===== src/rtl/cpu_seq_fsm_if.sv =====
// rtl/cpu_seq_fsm_if.sv - instruction/data memory request/ready handshake bundle
interface cpu_seq_fsm_if;
    logic imem_req;
    logic imem_ready;
    logic dmem_req;
    logic dmem_ready;
    logic dmem_we;

    modport master (
        output imem_req,
        output dmem_req,
        output dmem_we,
        input  imem_ready,
        input  dmem_ready
    );

    modport slave (
        input  imem_req,
        input  dmem_req,
        input  dmem_we,
        output imem_ready,
        output dmem_ready
    );
endinterface


===== src/rtl/cpu_seq_fsm.sv =====
// rtl/cpu_seq_fsm.sv - multi-cycle RV32I sequencer (fetch/decode/exec/mem/wb)
// Optional memory wait timeout built when SEQ_TIMEOUT_EN is defined.
module cpu_seq_fsm #(
    parameter int TIMEOUT_CYC = 255
) (
    input  logic          clk,
    input  logic          rst,
    input  logic          run_i,
    input  logic [31:0]   inst_i,
    cpu_seq_fsm_if.master mem,
    output logic          irw_en_o,
    output logic          regw_en_o,
    output logic          pcw_en_o,
    output logic          retire_o,
    output logic          halted_o,
    output logic [1:0]    fault_o,
    output logic [2:0]    state_o,
    output logic [31:0]   instret_o
);
    typedef enum logic [2:0] {
        S_FETCH  = 3'd0,
        S_DECODE = 3'd1,
        S_EXEC   = 3'd2,
        S_MEM    = 3'd3,
        S_WB     = 3'd4,
        S_HALT   = 3'd5
    } state_t;

    typedef enum logic [2:0] {
        C_LOAD, C_STORE, C_BRANCH, C_ALU, C_SYSTEM, C_ILLEGAL
    } opc_t;

    localparam logic [1:0] F_NONE    = 2'b00;
    localparam logic [1:0] F_SYSTEM  = 2'b01;
    localparam logic [1:0] F_ILLEGAL = 2'b10;
    localparam logic [1:0] F_TIMEOUT = 2'b11;

    state_t      state_q, state_d;
    opc_t        opc_q, opc_d;
    logic [1:0]  fault_q, fault_d;
    logic [31:0] instret_q;
    logic        waiting;
    logic        timeout_hit;

    always_comb begin
        case (inst_i[6:0])
            7'b0000011: opc_d = C_LOAD;
            7'b0100011: opc_d = C_STORE;
            7'b1100011: opc_d = C_BRANCH;
            7'b0110011, 7'b0010011, 7'b0110111,
            7'b0010111, 7'b1101111, 7'b1100111: opc_d = C_ALU;
            7'b1110011: opc_d = C_SYSTEM;
            default:    opc_d = C_ILLEGAL;
        endcase
    end

    assign waiting = ((state_q == S_FETCH) && run_i && !mem.imem_ready)
                   || ((state_q == S_MEM) && !mem.dmem_ready);

    always_comb begin
        state_d      = state_q;
        fault_d      = fault_q;
        mem.imem_req = 1'b0;
        mem.dmem_req = 1'b0;
        mem.dmem_we  = 1'b0;
        irw_en_o     = 1'b0;
        regw_en_o    = 1'b0;
        pcw_en_o     = 1'b0;
        retire_o     = 1'b0;
        case (state_q)
            S_FETCH: begin
                mem.imem_req = run_i;
                if (run_i && mem.imem_ready) begin
                    irw_en_o = 1'b1;
                    state_d  = S_DECODE;
                end
            end
            S_DECODE: state_d = S_EXEC;
            S_EXEC: begin
                case (opc_q)
                    C_LOAD, C_STORE: state_d = S_MEM;
                    C_BRANCH: begin
                        pcw_en_o = 1'b1;
                        retire_o = 1'b1;
                        state_d  = S_FETCH;
                    end
                    C_ALU:    state_d = S_WB;
                    C_SYSTEM: begin
                        state_d = S_HALT;
                        fault_d = F_SYSTEM;
                    end
                    default: begin
                        state_d = S_HALT;
                        fault_d = F_ILLEGAL;
                    end
                endcase
            end
            S_MEM: begin
                mem.dmem_req = 1'b1;
                mem.dmem_we  = (opc_q == C_STORE);
                if (mem.dmem_ready) begin
                    if (opc_q == C_STORE) begin
                        pcw_en_o = 1'b1;
                        retire_o = 1'b1;
                        state_d  = S_FETCH;
                    end else begin
                        state_d = S_WB;
                    end
                end
            end
            S_WB: begin
                regw_en_o = 1'b1;
                pcw_en_o  = 1'b1;
                retire_o  = 1'b1;
                state_d   = S_FETCH;
            end
            S_HALT: state_d = S_HALT;
            default: begin
                state_d = S_HALT;
                fault_d = F_ILLEGAL;
            end
        endcase
        // Timeout overrides the handshake outcome of the same cycle.
        if (timeout_hit) begin
            state_d = S_HALT;
            fault_d = F_TIMEOUT;
        end
    end

    always_ff @(posedge clk or posedge rst) begin
        if (rst) begin
            state_q   <= S_FETCH;
            opc_q     <= C_ILLEGAL;
            fault_q   <= F_NONE;
            instret_q <= '0;
        end else begin
            state_q <= state_d;
            fault_q <= fault_d;
            if (state_q == S_DECODE) opc_q <= opc_d;
            if (retire_o) instret_q <= instret_q + 32'd1;
        end
    end

`ifdef SEQ_TIMEOUT_EN
    localparam logic [7:0] WAIT_LAST = 8'(TIMEOUT_CYC - 1);
    logic [7:0] wait_q, wait_d;

    // Any state change clears the count; counting only happens in FETCH and MEM.
    always_comb begin
        wait_d = wait_q;
        if (state_d != state_q) wait_d = '0;
        else if (waiting)       wait_d = wait_q + 8'd1;
    end

    always_ff @(posedge clk or posedge rst) begin
        if (rst) wait_q <= '0;
        else     wait_q <= wait_d;
    end

    assign timeout_hit = waiting && (wait_q == WAIT_LAST);
    wire unused_inst = ^inst_i[31:7];
`else
    assign timeout_hit = 1'b0;
    wire unused_cfg = ^{inst_i[31:7], waiting, 32'(TIMEOUT_CYC)};
`endif

    assign halted_o  = (state_q == S_HALT);
    assign fault_o   = fault_q;
    assign state_o   = state_q;
    assign instret_o = instret_q;
endmodule


===== src/flat_wrapper.sv =====
// flat-port wrapper written by rule: the top's interface ports become plain ports
module cpu_seq_fsm_flat 
#(
    parameter int TIMEOUT_CYC = 255
)
  (clk, rst, run_i, inst_i, irw_en_o, regw_en_o, pcw_en_o, retire_o, halted_o, fault_o, state_o, instret_o, mem_imem_req, mem_dmem_req, mem_dmem_we, mem_imem_ready, mem_dmem_ready);
  cpu_seq_fsm_if mem_i ();
  input  logic clk;
  input  logic rst;
  input  logic run_i;
  input  logic [31:0] inst_i;
  output logic irw_en_o;
  output logic regw_en_o;
  output logic pcw_en_o;
  output logic retire_o;
  output logic halted_o;
  output logic [1:0] fault_o;
  output logic [2:0] state_o;
  output logic [31:0] instret_o;
  output wire logic [$bits(mem_i.imem_req)-1:0] mem_imem_req;
  output wire logic [$bits(mem_i.dmem_req)-1:0] mem_dmem_req;
  output wire logic [$bits(mem_i.dmem_we)-1:0] mem_dmem_we;
  input wire logic [$bits(mem_i.imem_ready)-1:0] mem_imem_ready;
  input wire logic [$bits(mem_i.dmem_ready)-1:0] mem_dmem_ready;
  assign mem_imem_req = mem_i.imem_req;
  assign mem_dmem_req = mem_i.dmem_req;
  assign mem_dmem_we = mem_i.dmem_we;
  assign mem_i.imem_ready = mem_imem_ready;
  assign mem_i.dmem_ready = mem_dmem_ready;
  cpu_seq_fsm #(.TIMEOUT_CYC(TIMEOUT_CYC)) u_core (.clk(clk), .rst(rst), .run_i(run_i), .inst_i(inst_i), .mem(mem_i), .irw_en_o(irw_en_o), .regw_en_o(regw_en_o), .pcw_en_o(pcw_en_o), .retire_o(retire_o), .halted_o(halted_o), .fault_o(fault_o), .state_o(state_o), .instret_o(instret_o));
endmodule

===== config.mk =====
export PLATFORM = sky130hd
export DESIGN_NAME = cpu_seq_fsm_flat
export DESIGN_NICKNAME = d
export VERILOG_FILES = /design/src/rtl/cpu_seq_fsm_if.sv /design/src/rtl/cpu_seq_fsm.sv /design/src/flat_wrapper.sv
export SDC_FILE = /design/constraint.sdc
export NUM_CORES = 1
export LEC_CHECK = 0
export ABC_AREA = 1
export BUFFER_PORTS_ARGS = -buffer_cell sky130_fd_sc_hd__buf_2
export CAP_MARGIN = 20
export CORE_MARGIN = 3
export CORE_UTILIZATION = 40
export DETAILED_ROUTE_END_ITERATION = 16
export GPL_ROUTABILITY_DRIVEN = 0
export MAX_ROUTING_LAYER = met4
export PLACE_DENSITY = 0.69
export SYNTH_ARGS = -nofsm -noshare
export SYNTH_HDL_FRONTEND = slang
export SYNTH_SLANG_ARGS = --single-unit

===== constraint.sdc =====
create_clock -name clk -period 1.82 [get_ports clk]
set_input_delay 0.364 -clock clk [delete_from_list [all_inputs] [get_ports clk]]
set_output_delay 0.364 -clock clk [all_outputs]
set_load 0.005 [all_outputs]

; After elaboration in Yosys (flattened, before gate mapping)
; Cells that the tools add are included.
[totals]
regBits = 40
out_inout_bits = 45
elab_cells = 55
input_bits = 37
[op_classes]
n_eq_ne = 22
addsub = 1
reduce_logical = 9
n_mux = 18
bitwise = 1
[op_table]
columns = cell, n
row1 = 32-bit by 1-bit adder with 32-bit output (second input constant), 1
row2 = 3-bit case mux with 5 select lines, 2
row3 = 7-bit equality test (second input constant), 4
row4 = 7-bit by 6-bit equality test with 1-bit output (second input constant), 3
row5 = 7-bit by 5-bit equality test with 1-bit output (second input constant), 2
row6 = 3-bit by 2-bit equality test with 1-bit output (second input constant), 4
row7 = 3-bit equality test (second input constant), 3
row8 = 1-bit two-way mux, 9
row9 = 3-bit two-way mux, 3
row10 = 3-bit case mux with 3 select lines, 1
row11 = 2-bit case mux with 2 select lines, 2
row12 = 7-bit by 2-bit equality test with 1-bit output (second input constant), 1
row13 = 3-bit by 1-bit equality test with 1-bit output (second input constant), 2
row14 = 3-bit zero test, 2
row15 = 2-bit != test (second input constant), 3
row16 = 6-bit OR reduction, 1
row17 = 5-bit OR reduction, 1
row18 = 2-bit AND reduction, 2
row19 = 4-bit OR reduction, 1
row20 = 1-bit case mux with 3 select lines, 1
row21 = 2-bit OR reduction, 1
row22 = 1-bit logical AND, 1
row23 = 1-bit inverter, 1

; Longest topological paths before layout
; Gate-level depths: netlist (run 1).
[logic_depth]
ltp_word = 4
ltp_mapped = 9
mapped_depth_nobuf = 9

; Worst setup path after synthesis (run 1)
; No wires, ideal clock.
[synth_path]
path_type = register to output
start = reg u_core.opc_q[2]
end = out retire_o
arrival_time_ps = 1233
n_path_buf = 2
required_time_ps = 1456
path_stages_with_launch = 8
slack_ps = 223
cell_sequence = dfstp_2 inv_1 nand2_1 nor2_1 a21oi_2 nand2_4 buf_6 buf_4
[synth_between]
elab_chain_len = 4
elab_cells_between_ends = 6
cone_classes = eq/ne (2) / mux (4)
[synth_lines]
columns = item, line
row1 = start: declaration, cpu_seq_fsm.sv:39  ; opc_t opc_q, opc_d;
row2 = start signal: assignment, cpu_seq_fsm.sv:139  ; if (state_q == S_DECODE) opc_q <= opc_d;
row3 = 3-bit by 1-bit equality test with 1-bit output, cpu_seq_fsm.sv:102  ; if (opc_q == C_STORE) begin
row4 = 1-bit two-way mux (2 in a row), n/a
row5 = 1-bit case mux with 3 select lines (*), n/a
row6 = end: declaration, flat_wrapper.sv:15  ; output logic retire_o;
; Every way passes the cells marked *; elsewhere a longest branch is shown, timed or not.

; Final worst setup path (run 1)
[layout_path]
start = reg u_core.opc_q[2]
end = out retire_o
[layout_between]
elab_chain_len = 4
elab_cells_between_ends = 6
cone_classes = eq/ne (2) / mux (4)
[layout_lines]
columns = item, line
row1 = 3-bit by 1-bit equality test with 1-bit output, cpu_seq_fsm.sv:102
row2 = 1-bit two-way mux, cpu_seq_fsm.sv:102
row3 = 1-bit two-way mux, cpu_seq_fsm.sv:101  ; if (mem.dmem_ready) begin
row4 = 1-bit case mux with 3 select lines (*), cpu_seq_fsm.sv:70  ; case (state_q)
; Marks and branches as above.

==> impl_results.md, run 1 <==
* Outcome: complete, no violations
* Crit end category: primary output
* Gr usage total at 0.1839
* Ranking of synthesized cells by area: dfrtp_1 36%, nand2_1 24%, nor2_1 7.9%
* CTS tree: done
* VDD IR max at 0.2571 mV
* Crit path DAT at 1.41 ns
* Largest area contributor in the synthesized netlist: dfrtp_1
* Mapped Cells at 393
* Final period util at 0.9740
* Syn_nets at 431
* Mux contribution to synthesized area at 0
* First-pass GRT wire length at 10790 µm
* Fin. Hold Viols at 0
* Post-synthesis simple-gate area fraction at 0.4403
* Leakage at 1.587 nW
* Post-route DRC at 0
* RSZ-0062 raised after global routing: yes
* Slew @ Worst Pin at 0.5383 ns
* CP Data Required Time at 1.46 ns
* Psw at 358.2 µW
* Post-detailed-route count of antenna-violating nets at 0
* Mapped cell area at 2611 µm²
* # diodes at 0
* Max Slew Vio Count at 0
* Most common cell after layout, fill and taps aside: nand2_1
* CP Launch Type: flip-flop
* Complex-gate fraction of the synthesized area at 0.05462
* Part of the power in registers at 0.553
* CTS Hold Buffers Added at 0
* Overflow after GRT at 0
* # H-tree levels at 2
* Register area share after synthesis at 0.3843
* Placed inst area at 2972 µm²
* Routed WL at 6455 µm
* # IOs at 82
* Final min period at 1.773 ns
* Design Area, Final at 3123 µm²
* # setup viols final at 0
* Synth Area in XOR/XNOR at 0.02683
* TritonCTS Buffers at 5
* Max cap viols at 0
* HP Class: primary input to async pin
* Clock Tree Buf Depth at 2
* Crit Path Class: flip-flop to primary output
* Pre-CTS setup slack at 0.1215 ns
* Commonest non-fill, non-tap cells in the layout: 164 x nand2_1, 56 x buf_2, 53 x nor2_1
* Worst Path Max Fanout at 3
* Relative slew margins at 0.6384
* Number of synthesized register bits at 40
* CTS Root Cell: clkbuf_8
* Core area at 6131 µm²
* Synth cell types at 27
* Post-DP HPWL at 4915 µm
* Synth-to-Final Area Change at 19.60%
* Nets@finish at 497
* Synth Warn # at 0
* Skew-Pair Late Insertion Delay at 0.30 ns
* Combinational power share at 0.034
* Final worst slack at 0.04741 ns
* Die area at 7533 µm²
* FF-to-FF Start: u_core.state_o[2]
* Total number of vias at 2678
* PwrDens at 516.2 nW/µm²
* Initial antenna violation count at 0
* Sw frac at 0.2222
* Placed insts at 524
* Initial Util at 0.4259
* Clock share of power at 0.413
* Top cell type's share of synthesized area at 0.3642
* Number of global-route vias before repair at 2318
* Site Rows at 28
* DRT iter0 DRCs at 222
* Fmax at 564.1 MHz
* Drt wl/cell at 12.07 µm
* Clock Sinks at 40
* Post-Synth Adder-Cell Area at 0.004792
* Vias per inst at 5.006
* Layout Skew at 0.003148 ns
* Synth Area per Inst at 6.644 µm²
* Internal at 1.254 mW
* Setup TNS at 0 ns
* Share of post-route cells with drive strength above 1 at 0.1935
* Crit path from: u_core.opc_q[2]
* Clock Pin Slew Worst Setup and Hold Paths at 0.08 ns
* Largest family of logic cells by synthesized area: simple AND/OR/NAND/NOR gates
* Die Ht at 86.80 µm
* Pin count of the biggest net entering global routing at 41
* Post-route insts no fill at 535
* Number of buffers added on ports at 56
* Drt pass-1 iters at 4
* Die Width at 86.80 µm
final timing paths:
check                                             to  slack [ns]  depth (start not counted)
worst max-delay path                        retire_o        0.05                          6
worst min-delay path             u_core.instret_o[4]        0.19                          3
worst max register to register  u_core.instret_o[19]        0.14                          8
worst min register to register     u_core.fault_o[0]        0.50                          1
max in group asynchronous          u_core.state_o[0]        1.25                          3
min in group clk                   u_core.state_o[1]        0.43                          4
cells in the mapped netlist:
| library cell | number |
|---|---|
| nand2_1 | 165 |
| nor2_1 | 55 |
| inv_1 | 40 |
| dfrtp_1 | 38 |
| o21ai_0 | 17 |
| nand3b_1 | 14 |
| nand3_1 | 12 |
| nand4_1 | 10 |
| xor2_1 | 8 |
| nor3_1 | 7 |
| buf_6 | 5 |
| a21oi_1 | 4 |
| dfstp_2 | 2 |
| nor2_2 | 2 |
| nor3b_1 | 2 |
| a211oi_1 | 1 |
| a21oi_2 | 1 |
| a31oi_1 | 1 |
| buf_4 | 1 |
| buf_8 | 1 |
| ha_1 | 1 |
| inv_2 | 1 |
| nand2_4 | 1 |
| nand4_2 | 1 |
| nor3_2 | 1 |
| o211ai_1 | 1 |
| o21a_1 | 1 |
per-layer routing:
layer	part of all wire	vias to the layer above	global-route usage
li1	-	1364	-
met1	0.46	1241	0.2448
met2	0.48	65	0.2795
met3	0.046	8	0.03327
met4	0.014	0	0.06657
met5	0	-	-
kinds of logic after synthesis:
family,after synthesis
AND/OR/NAND/NOR,270
adder cells (fa/ha/maj),1
flip-flops,40
XOR/XNOR,8
buffers and inverters,48
AO/OA/AOI/OAI,26
final cells by class:
cell class                      count  area (µm²)
Tap cell                           75       93.84
Sequential cell                    40        1006
Clock buffer                        8       100.1
Fill cell                         617        3008
Inverter                           41       153.9
Multi-Input combinational cell    305        1398
Timing Repair Buffer               66       371.6
registers in the layout, summed over array words and instances, names as in the netlist:
name,cells
u_core.opc_q,3
u_core.state_o,3
u_core.instret_o,32
u_core.fault_o,2
critical path: stages (launching register included):
cell and delay [ns]:
dfstp_2 0.56, inv_2 0.06, nand2_2 0.06, nor2_1 0.05
a21oi_2 0.18, nand2_4 0.08, buf_2 0.13
per-stage QoR:
stage | hold slack (ns) | power, mW | util
floorplan | 0.4876 | 0.9348 | -
global placement | 0.4907 | 0.9593 | 0.4847
detailed placement | 0.4958 | 0.9612 | 0.4847
CTS | 0.1996 | 1.631 | 0.5022
global route | 0.2174 | 1.681 | 0.5094
finish | 0.1870 | 1.612 | 0.5094
power groups by stage:
stage | logic, mW | clock network [mW] | registers [mW]
2_1_floorplan | 0.0270 | 0 | 0.908
3_3_place_gp | 0.0511 | 0 | 0.908
3_5_place_dp | 0.0531 | 0 | 0.908
4_1_cts | 0.0532 | 0.688 | 0.890
5_1_grt | 0.0633 | 0.727 | 0.891
6_report | 0.0553 | 0.666 | 0.891
timing repair:
action / 4_1_cts / 5_1_grt
pin swaps: 2 / 1
resized for setup: 0 / 10
setup buffers: 1 / 2
setup endpoints to repair: 2 / 15
Power figures use the tool's default switching activity.
==> run 2: changes to the inputs <==
- CORE_ASPECT_RATIO: default -> 1.5
- CORE_MARGIN: 3 -> default
- SETUP_SLACK_MARGIN: default -> 0.1
==> run 2 against run 1 <==
- final area up 4.6%
- sequential share of layout area down 1.4 points
- global-route usage up 3.0 points
- combinational power up 18%
- fmax up 2.3%
- clock skew up 0.0033 ns
- utilization up 1.6 points
- non-clock buffer count up 13
- first-iteration DRC count down 40%
- worst hold slack better by 0.0013 ns
- count of clock-buffer cells in the layout unchanged
==> impl_results.md, run 2 (synthesized netlist as in run 1, its figures left out) <==
* Outcome: complete, no violations
* Gr usage total at 0.2134
* PwrDens at 480.1 nW/µm²
* # IOs at 82
* RSZ-0062 raised after global routing: yes
* Routed WL at 6783 µm
* Most common cell after layout, fill and taps aside: nand2_1
* Core area at 6218 µm²
* CP bufs+invs at 2
* Fin. Hold Viols at 0
* Reg2reg path depth at 10
* # setup viols final at 0
* Nets@finish at 510
* Worst Path Max Fanout at 4
* Placed inst area at 2973 µm²
* CTS Hold Buffers Added at 0
* Clock Sinks at 40
* Layout Skew at 0.006444 ns
* Crit Path Class: flip-flop to primary output
* Final min period at 1.732 ns
* HP Class: primary input to async pin
* Crit end category: primary output
* CP top delay family: flip-flops
* CTS tree: done
* Post-route DRC at 0
* Drt wl/cell at 12.40 µm
* Crit path DAT at 1.37 ns
* Placed insts at 525
* Max cap viols at 0
* Die Width at 67.97 µm
* Final worst slack at 0.08759 ns
* Slew @ Worst Pin at 0.5291 ns
* Fillers at 607
* Number of buffers added on ports at 56
* # H-tree levels at 2
* Pre-CTS setup slack at 0.1091 ns
* Commonest non-fill, non-tap cells in the layout: 163 x nand2_1, 54 x buf_2, 49 x nor2_1
* Crit-path cells: inv_2 -> nand2_2 -> nor2_2 -> a21oi_2 -> nand2_4 -> buf_6
* Relative slew margins at 0.6473
* Fmax at 577.2 MHz
* CP Launch Type: flip-flop
* Vias per inst at 5.007
* Post-route insts no fill at 547
* Initial antenna violation count at 0
* Max Slew Vio Count at 0
* Leakage at 1.646 nW
* R2r endpoint: u_core.state_o[0]
* Share of post-route cells with drive strength above 1 at 0.2368
* Final period util at 0.9519
* VDD IR max at 0.2866 mV
* Number of global-route vias before repair at 2560
* CTS Root Cell: clkbuf_8
* Crit path from: u_core.opc_q[2]
* First-pass GRT wire length at 10920 µm
* Site Rows at 35
* Number of flip-flops in the largest register at 32
* Total number of vias at 2739
* DRT iter0 DRCs at 134
* Setup TNS at 0 ns
* TritonCTS Buffers at 5
* Worst hold margin at 0.1884 ns
* Pin count of the biggest net entering global routing at 41
* Crit-path slowest cell: dfstp_2
* Post-DP HPWL at 4960 µm
* Synth-to-Final Area Change at 25.11%
* Drt pass-1 iters at 4
* Initial Util at 0.4199
* Die Ht at 101.0 µm
* Design Area, Final at 3267 µm²
* FF-to-FF Start: u_core.opc_q[2]
* Die area at 6862 µm²
* Post-Route Utilization at 0.5254
* Post-detailed-route count of antenna-violating nets at 0
* Clock Pin Slew Worst Setup and Hold Paths at 0.08 ns
* CP Data Required Time at 1.46 ns
* Overflow after GRT at 0
* # diodes at 0
* Skew-Pair Late Insertion Delay at 0.29 ns
* Tot Pwr at 1.568 mW
* R2R Setup Slk at 0.17 ns
* Largest stage delay, worst path at 0.55 ns
* Clock Tree Buf Depth at 2
run 2: cell types whose count changed in the layout (fill, tap and decap cells not counted), sizes merged:
cell and delta:
buf +13
run 2: cell type report:
class                      instances  area [µm²]  area share
tap                               74       92.59     0.02834
sequential                        40        1007      0.3083
inverter                          41       153.9     0.04711
clock buffer                       8       90.09     0.02758
timing repair buffer              79       489.2      0.1498
multi-input combinational        305        1434      0.4389
run 2: worst register-to-register path, delay by kind of cell (launching register included):
family | cells | cell delay (ns)
buf+inv | 7 | 0.81
simple gates | 1 | 0.05
flops | 1 | 0.38
compound gates | 2 | 0.30
run 2: power by group:
| part | switching, mW | internal [mW] |
|---|---|---|
| logic | 0.0405 | 0.0245 |
| registers | 0.000835 | 0.890 |
| clock network | 0.303 | 0.310 |
| total | 0.344 | 1.22 |
run 2: metal layers:
| metal | track usage | wire (µm) | up-vias |
|---|---|---|---|
| li1 | - | - | 1393 |
| met1 | 0.2324 | 2769 | 1258 |
| met2 | 0.3771 | 3557 | 75 |
| met3 | 0.03846 | 323 | 13 |
| met4 | 0.07051 | 133 | 0 |
| met5 | - | 0 | - |
run 2: worst max path at each step:
stage | depth (start not counted) | slack [ns] | to
6_report | 6 | 0.09 | pcw_en_o
5_1_grt | 5 | 0.02 | pcw_en_o
4_1_cts | 6 | 0.07 | pcw_en_o
3_5_place_dp | 8 | 0.11 | u_core.instret_o[20]
3_3_place_gp | 8 | 0.15 | u_core.instret_o[26]
2_1_floorplan | 7 | 0.22 | retire_o
run 2: repair_timing:
item / in CTS / in global routing
resized for setup: 10 / 20
pin swaps: 2 / 2
endpoints found under the setup margin: 5 / 27
buffers inserted: 10 / 4
